File: src/rtl/multi_ch_fifo_arbiter_pkg.sv
// Shared types and helpers for the multi-channel FIFO arbiter.
//   arb_state_t : arbiter FSM states
//   clog2_min1  : ceil(log2(n)), never below 1, so one-channel or one-word
//                 configurations still get a 1-bit field
package multi_ch_fifo_arbiter_pkg;

  typedef enum logic {
    IDLE  = 1'b0,
    GRANT = 1'b1
  } arb_state_t;

  function automatic int clog2_min1(input int n);
    return (n <= 2) ? 1 : $clog2(n);
  endfunction

endpackage

File: src/rtl/multi_ch_fifo_arbiter_rr_select.sv
// rr_priority_select: combinational rotating-priority encoder.
//   req   : per-channel request vector
//   last  : index granted last; the search starts at last+1 (mod NUM_CH)
//   valid : at least one request present
//   index : first requesting channel found in rotated order
module rr_priority_select
  import multi_ch_fifo_arbiter_pkg::*;
#(
  parameter int NUM_CH = 4,
  parameter int IW     = clog2_min1(NUM_CH)
) (
  input  logic [NUM_CH-1:0] req,
  input  logic [IW-1:0]     last,
  output logic              valid,
  output logic [IW-1:0]     index
);

  logic [2*NUM_CH-1:0] dbl;
  logic [NUM_CH-1:0]   rot;
  int                  sh;
  int                  pos;

  // Rotate by doubling the vector, so bit 0 of rot is channel last+1.
  assign dbl = {req, req};

  always_comb begin
    valid = 1'b0;
    index = last;
    pos   = 0;
    sh    = int'(last) + 1;
    rot   = NUM_CH'(dbl >> sh);
    for (int i = 0; i < NUM_CH; i++) begin
      if (!valid && rot[i]) begin
        valid = 1'b1;
        pos   = sh + i;
        if (pos >= NUM_CH) pos = pos - NUM_CH;
        index = IW'(pos);
      end
    end
  end

endmodule

File: src/rtl/multi_ch_fifo_arbiter.sv
// multi_ch_fifo_arbiter: N-channel round-robin merge of FWFT FIFOs into one
// word stream, with per-grant burst limit and runtime channel mask.
// Optional build macro CHANNEL_TAG_EN: top TAG_WIDTH bits of each output word
// carry the source channel index.
// Ports:
//   BUS_CLK, BUS_RST   clock, async active-high reset
//   CH_EMPTY/CH_DATA   per-channel FWFT FIFO view (channel i at i*DATA_WIDTH)
//   CH_READ            per-channel pop strobe (one-hot or zero, combinational)
//   CH_ENABLE          runtime grant mask
//   ARB_READY_OUT      downstream accepts the output word this cycle
//   ARB_WRITE_OUT/ARB_DATA_OUT  output register valid/data
//   GRANT_CH           channel currently or last granted
module multi_ch_fifo_arbiter
  import multi_ch_fifo_arbiter_pkg::*;
#(
  parameter int NUM_CH     = 4,
  parameter int DATA_WIDTH = 32,
  parameter int BURST_LEN  = 8,
  parameter int TAG_WIDTH  = 4
) (
  input  logic                         BUS_CLK,
  input  logic                         BUS_RST,
  input  logic [NUM_CH-1:0]            CH_EMPTY,
  input  logic [NUM_CH*DATA_WIDTH-1:0] CH_DATA,
  output logic [NUM_CH-1:0]            CH_READ,
  input  logic [NUM_CH-1:0]            CH_ENABLE,
  input  logic                         ARB_READY_OUT,
  output logic                         ARB_WRITE_OUT,
  output logic [DATA_WIDTH-1:0]        ARB_DATA_OUT,
  output logic [clog2_min1(NUM_CH)-1:0] GRANT_CH
);

  localparam int CW = clog2_min1(NUM_CH);
  localparam int BW = clog2_min1(BURST_LEN + 1);

  if (NUM_CH < 2 || NUM_CH > 16 || BURST_LEN < 1 ||
      TAG_WIDTH < CW || TAG_WIDTH > DATA_WIDTH) begin : g_param_chk
    $error("multi_ch_fifo_arbiter: illegal parameter combination");
  end

  arb_state_t                           state_q, state_d;
  logic [CW-1:0]                        grant_q, grant_d;
  logic [BW-1:0]                        cnt_q, cnt_d;
  logic                                 out_vld_q;
  logic [DATA_WIDTH-1:0]                out_data_q;
  logic [NUM_CH-1:0][DATA_WIDTH-1:0]    ch_word;
  logic [NUM_CH-1:0]                    req;
  logic                                 sel_vld;
  logic [CW-1:0]                        sel_idx;
  logic                                 loadable;
  logic                                 ch_avail;
  logic                                 pop;
  logic [DATA_WIDTH-1:0]                word_in;

  assign ch_word  = CH_DATA;
  assign req      = ~CH_EMPTY & CH_ENABLE;
  // Output register can take a new word if empty or drained this cycle.
  assign loadable = ~out_vld_q | ARB_READY_OUT;
  assign ch_avail = req[grant_q];
  assign pop      = |CH_READ;

`ifdef CHANNEL_TAG_EN
  assign word_in = {TAG_WIDTH'(grant_q), ch_word[grant_q][DATA_WIDTH-TAG_WIDTH-1:0]};
`else
  assign word_in = ch_word[grant_q];
`endif

  rr_priority_select #(.NUM_CH(NUM_CH), .IW(CW)) u_rr (
    .req   (req),
    .last  (grant_q),
    .valid (sel_vld),
    .index (sel_idx)
  );

  always_comb begin
    state_d = state_q;
    grant_d = grant_q;
    cnt_d   = cnt_q;
    CH_READ = '0;
    case (state_q)
      IDLE: begin
        if (sel_vld) begin
          grant_d = sel_idx;
          cnt_d   = '0;
          state_d = GRANT;
        end
      end
      GRANT: begin
        // Empty/disabled wins over a pop; a stall holds without counting.
        if (!ch_avail) begin
          state_d = IDLE;
        end else if (loadable) begin
          CH_READ[grant_q] = 1'b1;
          cnt_d            = cnt_q + 1'b1;
          if (cnt_d == BW'(BURST_LEN)) state_d = IDLE;
        end
      end
      default: state_d = IDLE;
    endcase
  end

  always_ff @(posedge BUS_CLK or posedge BUS_RST) begin
    if (BUS_RST) begin
      state_q    <= IDLE;
      grant_q    <= CW'(NUM_CH - 1);
      cnt_q      <= '0;
      out_vld_q  <= 1'b0;
      out_data_q <= '0;
    end else begin
      state_q <= state_d;
      grant_q <= grant_d;
      cnt_q   <= cnt_d;
      if (pop) begin
        out_vld_q  <= 1'b1;
        out_data_q <= word_in;
      end else if (ARB_READY_OUT) begin
        out_vld_q  <= 1'b0;
      end
    end
  end

  assign ARB_WRITE_OUT = out_vld_q;
  assign ARB_DATA_OUT  = out_data_q;
  assign GRANT_CH      = grant_q;

endmodule
File: config.mk
export PLATFORM = sky130hd
export DESIGN_NAME = multi_ch_fifo_arbiter
export DESIGN_NICKNAME = d
export VERILOG_FILES = /design/src/rtl/multi_ch_fifo_arbiter_pkg.sv /design/src/rtl/multi_ch_fifo_arbiter_rr_select.sv /design/src/rtl/multi_ch_fifo_arbiter.sv
export SDC_FILE = /design/constraint.sdc
export NUM_CORES = 1
export LEC_CHECK = 0
export CAP_MARGIN = 10
export CORE_UTILIZATION = 33
export CTS_BUF_LIST = sky130_fd_sc_hd__clkbuf_4 sky130_fd_sc_hd__clkbuf_8 sky130_fd_sc_hd__clkbuf_16
export DETAILED_ROUTE_END_ITERATION = 6
export PLACE_DENSITY = 0.79
export SLEW_MARGIN = 0
export SYNTH_ARGS = -nofsm -noshare
export SYNTH_HDL_FRONTEND = slang
export SYNTH_SLANG_ARGS = --single-unit
File: constraint.sdc
create_clock -name BUS_CLK -period 2.2 [get_ports BUS_CLK]
set_input_delay 0.55 -clock BUS_CLK [delete_from_list [all_inputs] [get_ports BUS_CLK]]
set_output_delay 0.55 -clock BUS_CLK [all_outputs]
set_load 0.005 [all_outputs]
==> key figures, run 1 <==
Floorplan
  • I/O Pins: about 180
  • Site Rows: 32
  • Die area: roughly 8300 um^2
  • Die W: between 90 and 100 um
  • Placeable Area: 7690 um^2
  • Die Span Y: roughly 90 um
  • Initial Util: 0.341

Cells and area
  • Register Area: between 1000 and 1500 um^2
  • Final #Nets: approximately 540
  • Fin area: 5030 um^2
  • Area growth from synthesis to layout: 92.2%
  • Diodes inserted: 0
  • # fillers: 616
  • Area of the multi-input gates: approximately 1600 um^2
  • Layout cells sized above 1: 0.261

Clock network
  • Root buf cell: clkbuf_8
  • Clock transition at path regs: roughly 0.08 ns
  • H-tree lvl count: 2
  • Hold Buf Count CTS: 0
  • CTS Buf Count: 5
  • Clock Sinks: 40
  • Deepest clock path buffer count: 2
  • CTS tree: yes
  • Clk_lat worst skew: a little under 0.3 ns

Worst setup path
  • Critical Path AT: between 1.5 and 2 ns
  • CP Launch Point: GRANT_CH[1]
  • Worst endpoint required time: roughly 1.7 ns
  • Crit end category: output pin
  • Crit Path Max Fanout: 2
  • Reg2Reg Launch Point: GRANT_CH[1]
  • Crit Path Class: flip-flop to output pin
  • Critical Path Start Type: flip-flop

GRT
  • First-pass GRT wire length: 13800 um
  • Vias in the first global route: about 2800
  • Initial antenna violation count: 0
  • Largest net degree at the start of global routing: 26
  • Grt ovf: 0
  • Total Routing Usage GR: 0.216

Timing
  • Slew Viols, Final: 0
  • Max-Slew Margin vs Limit: 0.714
  • RSZ-0062 raised after global routing: true
  • Final setup vio count: 5
  • Final period util: 1.12
  • PnR worst setup slack: -0.268 ns
  • Fmax: ~410 MHz
  • Post-layout min period: approximately 2.5 ns
  • TNS Setup: -0.959 ns
  • Worst Skew: just over 0.007 ns
  • Final hold vios: 0
  • Final hold slack: a little under 0.5 ns
  • Worst-margin pin slew: approximately 0.43 ns

Synthesis
  • Area contributors post-synth: dfrtp_1 36%, mux4_2 28%, mux2_1 14%
  • Synthesis-stage register bit count: 40
  • Yosys warns: 0
  • Top FF cell, synth: dfrtp_1
  • Syn Inst Count: 190
  • Mapped Avg Cell Area: 13.8 um^2
  • Post-Syn Area: approximately 2600 um^2
  • Fraction of registers with async set/reset: 1.00
  • Post-synth top cells: 38 x dfrtp_1, 33 x mux4_2, 32 x mux2_1, 13 x nand2_1, 8 x o21ai_0
  • Share of the synthesized area in the top cell type: 0.363
  • Most common cell in the netlist: dfrtp_1
  • Leading area contributor after synthesis: dfrtp_1
  • Number of synthesized flops with an enable pin: 0
  • Register area share after synthesis: 0.383
  • Syn Nets: ~340
  • Yosys cell types: 32

Min path
  • HP Start: ARB_DATA_OUT[21]
  • Hold/Removal Path Class: flip-flop to flip-flop

Placed design
  • Pre-CTS setup slack: -0.879 ns
  • Post-detail-place hpwl: 6380 um
  • Gpl congestion: about 0.8
  • IO buf count: around 180
  • Placed Instance Area: around 4600 um^2

Outcome
  • Failing checks: setup timing
  • Status: finished with violations

Pwr
  • Tot Pwr: roughly 5.4 mW
  • P_leak: around 2.0 nW
  • PwrDens: approximately 1100 nW/um^2
  • Peak supply drop: approximately 0.65 mV

Detailed routing
  • Vias: 2478
  • Drt drc: 0
  • Initial DRC count: 65
  • Routed Antenna Nets: 0
  • Final WL: approximately 8700 um
  • DRT Pass-1 Iters: 4
  • Vias per inst: ~5.0
  • Drt wl/cell: roughly 18 um

Flow run
  • Max-cap viol count: 0
==> layer usage <==
layer,track usage,up-vias,share of wire
met5,0,-,0
met4,0.0489,0,0.0080
met3,0.0394,6,0.050
met2,0.424,91,0.57
met1,0.238,1242,0.38
li1,-,1139,-
==> sequential cells by signal, summed over array words and instances, names as in the netlist <==
signal and cells:
GRANT_CH 2, ARB_WRITE_OUT 1, state_q 1, ARB_DATA_OUT 32, cnt_q 4
==> timing repair <==
action	4_1_cts	5_1_grt
buffers inserted	8	4
gates cloned	2	1
gates resized for setup	64	7
endpoints found under the setup margin	37	36
pin swaps	3	3
==> where the power goes <==
| part | switching, mW | total [mW] | internal [mW] |
|---|---|---|---|
| registers | 0.193 | 1.30 | 1.11 |
| clock network | 0.263 | 0.613 | 0.349 |
| logic | 1.25 | 3.45 | 2.20 |
==> area by class of cell <==
cell class | count | share of cell area
clock buffer | 6 | 0.0152
multi-input combinational | 135 | 0.325
clock inverter | 2 | 0.00696
tap | 102 | 0.0254
sequential | 40 | 0.199
inverter | 3 | 0.00224
timing repair buffer | 209 | 0.426
==> cells in the final DEF (no fill, tap or decap), types with 2 or more instances in the layout <==
cell type / synthesis / routed
buf_2: 2 / 4
nand2_1: 13 / 13
o21ai_0: 8 / 8
nand2b_1: 7 / 3
dfstp_2: 2 / 2
a21oi_1: 3 / 3
nor2_1: 3 / 2
mux4_2: 33 / 33
xnor2_1: 3 / 3
clkdlybuf4s50_1: 0 / 164
buf_4: 3 / 19
ha_2: 0 / 2
clkdlybuf4s15_1: 0 / 4
buf_6: 0 / 10
and2_4: 0 / 4
o31ai_1: 2 / 2
dfrtp_1: 38 / 38
ha_1: 6 / 3
bufbuf_16: 0 / 2
o21ai_1: 2 / 2
mux2_1: 32 / 31
nand3_1: 3 / 3
inv_2: 2 / 3
buf_12: 0 / 3
nor2b_1: 4 / 4
nand2b_4: 0 / 4
clkbuf_8: 0 / 5
or2_2: 2 / 2
==> cells by family after synthesis <==
group | Yosys count | synth area share
and+or+nand+nor | 40 | 0.0798
buffers and inverters | 15 | 0.0268
xor gates and xnor gates | 4 | 0.0134
AOI/OAI and AO/OA | 19 | 0.0430
adders and majority gates | 6 | 0.0287
DFF | 40 | 0.383
muxes | 66 | 0.425
==> metrics by stage <==
stage | util | instances
after floorplan | - | 190
after global placement | 0.604 | 475
after detailed placement | 0.604 | 475
after CTS | 0.644 | 493
after global routing | 0.655 | 497
final | 0.655 | 497
==> critical path, cell delays in order (launching register included) <==
cell and delay (ns):
dfstp_2 0.56, inv_2 0.05, mux4_2 0.47, nor2_4 0.13, buf_6 0.12, buf_6 0.09
and2_4 0.13, buf_6 0.09
==> final timing paths <==
kind | cells after the start | end | slack (ns)
max | 7 | CH_READ[0] | -0.27
min reg2reg | 1 | ARB_DATA_OUT[21] | 0.49
max reg2reg | 7 | ARB_DATA_OUT[11] | 0
max in group asynchronous | 3 | ARB_DATA_OUT[8] | 1.19
min | 1 | ARB_DATA_OUT[21] | 0.49
min in group asynchronous | 2 | ARB_DATA_OUT[27] | 0.55
No activity file was read; power rests on OpenSTA's default activity.
==> inputs of run 2 (changes only) <==
--- a/config.mk
+++ b/config.mk
@@ -7,7 +7,6 @@
 export LEC_CHECK = 0
 export CAP_MARGIN = 10
 export CORE_UTILIZATION = 33
-export CTS_BUF_LIST = sky130_fd_sc_hd__clkbuf_4 sky130_fd_sc_hd__clkbuf_8 sky130_fd_sc_hd__clkbuf_16
 export DETAILED_ROUTE_END_ITERATION = 6
 export PLACE_DENSITY = 0.79
 export SLEW_MARGIN = 0
==> key figures, run 2 (synthesis results as in run 1) <==
Worst setup path
  • Reg2reg setup slack: 0 ns (unchanged)
  • Reg2Reg Launch Point: GRANT_CH[1]
  • Critical Path AT: 1.92 ns (about the same)
  • Critical Path Start Type: flip-flop
  • Worst endpoint required time: 1.65 ns (about the same)
  • Reg2Reg Depth: 7 (unchanged)
  • Reg-to-reg critical path endpoint: ARB_DATA_OUT[11]
  • Crit Path Class: flip-flop to output pin
  • Crit end category: output pin
  • Crit Path Max Fanout: 2 (unchanged)
  • CP Launch Point: GRANT_CH[1]

Cells and area
  • Fin area: 5030 um^2 (about the same)
  • Final #Nets: 539 (unchanged)
  • Commonest non-fill, non-tap cells in the layout: 164 x clkdlybuf4s50_1, 38 x dfrtp_1, 33 x mux4_2
  • Layout cells sized above 1: 0.258 (-0.00253)
  • Largest register FFs: 32 (unchanged)
  • Diodes inserted: 0 (unchanged)
  • Commonest non-fill, non-tap cell in the layout: clkdlybuf4s50_1
  • Area growth from synthesis to layout: 92.0% (about the same)

Clock network
  • Clock transition at path regs: 0.08 ns (about the same)
  • Hold Buf Count CTS: 0 (unchanged)
  • Clock Sinks: 40 (unchanged)
  • Clk_lat worst skew: 0.29 ns (about the same)
  • Deepest clock path buffer count: 2 (unchanged)
  • CTS tree: yes
  • Root buf cell: clkbuf_8
  • CTS Buf Count: 5 (unchanged)
  • H-tree lvl count: 2 (unchanged)

GRT
  • Grt ovf: 0 (unchanged)
  • Vias in the first global route: 2777 (unchanged)
  • First-pass GRT wire length: 13800 um (unchanged)
  • Initial antenna violation count: 0 (unchanged)
  • Largest net degree at the start of global routing: 26 (unchanged)
  • Total Routing Usage GR: 0.216 (unchanged)

Timing
  • Final hold slack: 0.487 ns (unchanged)
  • PnR worst setup slack: -0.266 ns (+0.00129 ns)
  • Final period util: 1.12 (about the same)
  • Worst-margin pin slew: 0.425 ns (-0.000247 ns)
  • Final hold vios: 0 (unchanged)
  • Worst Skew: 0.00766 ns (+0.000452 ns)
  • Max-Slew Margin vs Limit: 0.714 (about the same)
  • Slew Viols, Final: 0 (unchanged)
  • RSZ-0062 raised after global routing: true
  • Post-layout min period: 2.47 ns (-0.00129 ns)
  • TNS Setup: -0.955 ns (+0.00478 ns)
  • Final setup vio count: 6 (+1)
  • Fmax: 405 MHz (about the same)

Placed design
  • Gpl congestion: 0.816 (unchanged)
  • Post-detail-place hpwl: 6380 um (unchanged)
  • IO buf count: 177 (unchanged)
  • Pre-CTS setup slack: -0.879 ns (unchanged)
  • Placed Instance Area: 4640 um^2 (unchanged)

Pwr
  • Tot Pwr: 5.36 mW (-0.19%)
  • PwrDens: 1070 nW/um^2 (-0.11%)
  • P_leak: 2.00 nW (-0.17%)
  • Peak supply drop: 0.651 mV (+0.14%)

Floorplan
  • Placeable Area: 7690 um^2 (unchanged)
  • Initial Util: 0.341 (unchanged)
  • Die area: 8300 um^2 (unchanged)
  • Die Span Y: 91.1 um (unchanged)
  • Die W: 91.1 um (unchanged)
  • Site Rows: 32 (unchanged)
  • I/O Pins: 178 (unchanged)

Detailed routing
  • Drt wl/cell: 17.6 um (about the same)
  • Drt drc: 0 (unchanged)
  • Final WL: 8740 um (about the same)
  • DRT Pass-1 Iters: 4 (unchanged)
  • Routed Antenna Nets: 0 (unchanged)
  • Vias per inst: 4.99 (about the same)
  • Vias: 2479 (+0.040%)
  • Initial DRC count: 65 (unchanged)

Flow run
  • Max-cap viol count: 0 (unchanged)

Outcome
  • Failing checks: setup timing
  • Status: finished with violations

Min path
  • Hold path endpoint: ARB_DATA_OUT[21]
  • Hold-critical path depth: 1 (unchanged)
  • Hold/Removal Path Class: flip-flop to flip-flop
  • HP Start: ARB_DATA_OUT[21]
[run 2: cell types whose count changed in the layout (fill, tap and decap cells not counted)]
| cell | before | now |
|---|---|---|
| clkbuf_1 | 0 | 1 |
| clkbuf_4 | 1 | 0 |
[run 2: critical path, stage by stage (launching register included)]
cell     delay, ns
dfstp_2       0.56
inv_2         0.05
mux4_2        0.47
nor2_4        0.13
buf_6         0.12
buf_6         0.09
and2_4        0.13
buf_6         0.09
[run 2: area by class of cell]
cell class / count / area (um^2)
fillers: 616 / 2660
repair buffers: 209 / 2140
well taps: 102 / 128
inverters: 3 / 11.3
clock buffers: 6 / 72.6
multi-input cells: 135 / 1640
clock inverters: 2 / 35.0
flip-flops and latches: 40 / 1000
[run 2: repair_timing]
item                                    4_1_cts  5_1_grt
gates resized for setup                      64        7
pin swaps                                     3        3
buffers inserted                              8        4
endpoints found under the setup margin       37       36
cloned                                        2        1
[run 2: stage by stage]
step / std cells / utilization
2_1_floorplan: 190 / -
3_5_place_dp: 475 / 0.604
3_3_place_gp: 475 / 0.604
5_1_grt: 497 / 0.654
4_1_cts: 493 / 0.644
6_report: 497 / 0.654
[run 2: power by group]
part / switching (mW) / total, mW / internal, mW
registers: 0.194 / 1.30 / 1.11
clock network: 0.264 / 0.601 / 0.337
logic: 1.26 / 3.45 / 2.20
[run 2: worst max-delay path by stage]
stage | slack (ns) | cells past startpoint | end
final | -0.27 | 7 | CH_READ[0]
after global routing | -0.32 | 7 | CH_READ[0]
after CTS | -0.26 | 7 | CH_READ[2]
after detailed placement | -0.88 | 6 | CH_READ[0]
after global placement | -0.78 | 6 | CH_READ[0]
after floorplan | -0.01 | 4 | CH_READ[0]
[run 2: per-layer routing]
metal | GRT usage | part of all wire | up-vias | wire length [um]
met1 | 0.238 | 0.38 | 1243 | 3290
met3 | 0.0394 | 0.050 | 6 | 439
met5 | 0 | 0 | - | 0
met4 | 0.0489 | 0.0080 | 0 | 70
li1 | - | - | 1139 | -
met2 | 0.424 | 0.57 | 91 | 4940
==> inputs of run 3 (changes only) <==
--- a/config.mk
+++ b/config.mk
@@ -6,9 +6,11 @@
 export NUM_CORES = 1
 export LEC_CHECK = 0
 export CAP_MARGIN = 10
-export CORE_UTILIZATION = 33
+export CELL_PAD_IN_SITES_DETAIL_PLACEMENT = 1
+export CELL_PAD_IN_SITES_GLOBAL_PLACEMENT = 1
+export CORE_UTILIZATION = 24
 export DETAILED_ROUTE_END_ITERATION = 6
-export PLACE_DENSITY = 0.79
+export PLACE_DENSITY = 0.77
 export SLEW_MARGIN = 0
 export SYNTH_ARGS = -nofsm -noshare
 export SYNTH_HDL_FRONTEND = slang
==> key figures, run 3 (synthesis results as in run 1) <==
Clock network
  • CTS tree: yes
  • H-tree lvl count: 2 (unchanged)
  • CTS Buf Count: 5 (unchanged)
  • Deepest clock path buffer count: 2 (unchanged)
  • Clock Sinks: 40 (unchanged)
  • Clock transition at path regs: 0.08 ns (about the same)
  • Clk_lat worst skew: 0.29 ns (about the same)
  • Root buf cell: clkbuf_8
  • Hold Buf Count CTS: 0 (unchanged)

Outcome
  • Failing checks: setup timing
  • Status: finished with violations

Timing
  • Worst-margin pin slew: 0.368 ns (-0.0571 ns)
  • Final hold slack: 0.489 ns (+0.00144 ns)
  • Final setup vio count: 36 (+30)
  • PnR worst setup slack: -0.141 ns (+0.125 ns)
  • TNS Setup: -2.43 ns (-1.47 ns)
  • Final period util: 1.06 (-0.0569)
  • Max-Slew Margin vs Limit: 0.753 (+0.0384)
  • Worst Skew: 0.00574 ns (-0.00192 ns)
  • Slew Viols, Final: 0 (unchanged)
  • RSZ-0062 raised after global routing: true
  • Post-layout min period: 2.34 ns (-0.125 ns)
  • Fmax: 427 MHz (+5.4%)
  • Final hold vios: 0 (unchanged)

Pwr
  • Peak supply drop: 0.396 mV (-39%)
  • P_leak: 2.06 nW (+2.8%)
  • Tot Pwr: 5.70 mW (+6.4%)
  • Sequential Power Share: 0.231 (-0.012)
  • PwrDens: 1110 nW/um^2 (+3.9%)
  • Pint: 3.91 mW (+7.3%)
  • Switching power: 1.79 mW (+4.5%)
  • Clock power share: 0.117 (+0.005)
  • Power share of the combinational group: 0.652 (+0.007)
  • Sw Ratio: 0.314 (-0.00572)

Cells and area
  • Layout cells sized above 1: 0.321 (+0.0625)
  • Commonest non-fill, non-tap cells in the layout: 165 x clkdlybuf4s50_1, 38 x dfrtp_1, 33 x mux4_2
  • Fin area: 5150 um^2 (+2.4%)
  • Diodes inserted: 0 (unchanged)
  • Register Area: 1000 um^2 (unchanged)
  • Final #Nets: 540 (+0.19%)
  • Largest register FFs: 32 (unchanged)
  • Commonest non-fill, non-tap cell in the layout: clkdlybuf4s50_1
  • Area of the multi-input gates: 1720 um^2 (+4.9%)
  • # fillers: 1114 (+81%)
  • Layout Cells excl Fill: 532 (+7.0%)
  • Area growth from synthesis to layout: 96.6%

Detailed routing
  • DRT Pass-1 Iters: 4 (unchanged)
  • Final WL: 9910 um (+13%)
  • Drt drc: 0 (unchanged)
  • Routed Antenna Nets: 0 (unchanged)
  • Vias: 2538 (+2.4%)
  • Vias per inst: 4.77 (-4.4%)
  • Initial DRC count: 40 (-38%)
  • Drt wl/cell: 18.6 um (+6.0%)

Floorplan
  • Site Rows: 37 (+16%)
  • Die Span Y: 106 um (+17%)
  • Initial Util: 0.250 (-0.0904)
  • Die area: 11300 um^2 (+37%)
  • Placeable Area: 10500 um^2 (+36%)
  • I/O Pins: 178 (unchanged)
  • Die W: 106 um (+17%)

Worst setup path
  • Critical Path Start Type: primary input
  • Critical Path AT: 1.79 ns (-0.13 ns)
  • Reg2reg setup slack: -0.08 ns (-0.08 ns)
  • Crit Path Max Fanout: 4 (+2)
  • Reg2Reg Launch Point: GRANT_CH[1]
  • Worst endpoint required time: 1.65 ns (about the same)
  • Crit Path Class: primary input to output pin
  • Reg2Reg Depth: 8 (+1)
  • Reg-to-reg critical path endpoint: ARB_DATA_OUT[4]
  • Crit end category: output pin

GRT
  • Total Routing Usage GR: 0.173 (-0.0425)
  • Initial antenna violation count: 0 (unchanged)
  • First-pass GRT wire length: 15100 um (+9.9%)
  • Vias in the first global route: 2831 (+1.9%)
  • Largest net degree at the start of global routing: 33 (+27%)
  • Grt ovf: 0 (unchanged)

Min path
  • Hold/Removal Path Class: flip-flop to flip-flop
  • Hold path endpoint: ARB_DATA_OUT[25]
  • Hold-critical path depth: 1 (unchanged)
  • HP Start: ARB_DATA_OUT[25]

Placed design
  • Placed Instance Area: 4650 um^2 (+0.22%)
  • Post-detail-place hpwl: 7260 um (+14%)
  • Dpl cells: 508 (+6.9%)
  • Gpl congestion: 0.841 (+3.1%)
  • IO buf count: 177 (unchanged)

Flow run
  • Max-cap viol count: 0 (unchanged)
## run 3: cell types whose count changed in the layout (fill, tap and decap cells not counted), sizes merged
cell / previous run / this run
dlygate4sd2: 1 / 0
bufbuf: 2 / 1
clkbuf: 7 / 9
clkdlybuf4s50: 164 / 165
buf: 37 / 38
clkinv: 1 / 0
## run 3: layout make-up
class	count	area share
Inverter	3	0.00219
Sequential cell	40	0.195
Multi-Input combinational cell	135	0.333
Tap cell	136	0.0330
Timing Repair Buffer	210	0.412
Clock inverter	1	0.00583
Clock buffer	7	0.0187
## run 3: timing repair
action / in CTS / in global routing
resized for setup: 61 / 32
buffers inserted: 8 / 4
setup endpoints to repair: 38 / 37
cloned: 1 / 3
pin swaps: 3 / 1
## run 3: critical path: stages
cell and delay [ns]:
clkdlybuf4s15_1 0.22, nand2b_4 0.06, mux4_2 0.51, nor2_4 0.12
buf_6 0.11, and2_4 0.13, buf_6 0.08
## run 3: power groups by stage
stage               sequential, mW  clock, mW  combinational [mW]
floorplan                     1.33          0                1.54
global placement              1.29          0                2.94
detailed placement            1.32          0                3.02
CTS                           1.31      0.689                3.28
global route                  1.37      0.721                4.00
finish                        1.31      0.667                3.72
## run 3: stage by stage
| step | setup slack [ns] | util |
|---|---|---|
| 6_report | -0.141 | 0.492 |
| 5_1_grt | -0.194 | 0.492 |
| 4_1_cts | -0.154 | 0.471 |
| 3_5_place_dp | -0.902 | 0.445 |
| 3_3_place_gp | -0.836 | 0.445 |
| 2_1_floorplan | -0.0135 | - |
## run 3: worst max-delay path by stage
| stage | start | endpoint | slack [ns] |
|---|---|---|---|
| after global placement | CH_EMPTY[3] | CH_READ[3] | -0.84 |
| after floorplan | CH_EMPTY[1] | CH_READ[0] | -0.01 |
| after CTS | GRANT_CH[1] | CH_READ[2] | -0.15 |
| after global routing | GRANT_CH[1] | CH_READ[2] | -0.19 |
| final | CH_ENABLE[2] | CH_READ[2] | -0.14 |
| after detailed placement | CH_EMPTY[3] | CH_READ[2] | -0.90 |
## run 3: per-layer routing
layer	part of all wire	vias up	wire, um	track usage
met3	0.079	11	778	0.0411
met2	0.53	113	5220	0.324
met4	0.016	0	163	0.0489
li1	-	1143	-	-
met5	0	-	0	0
met1	0.38	1271	3750	0.194
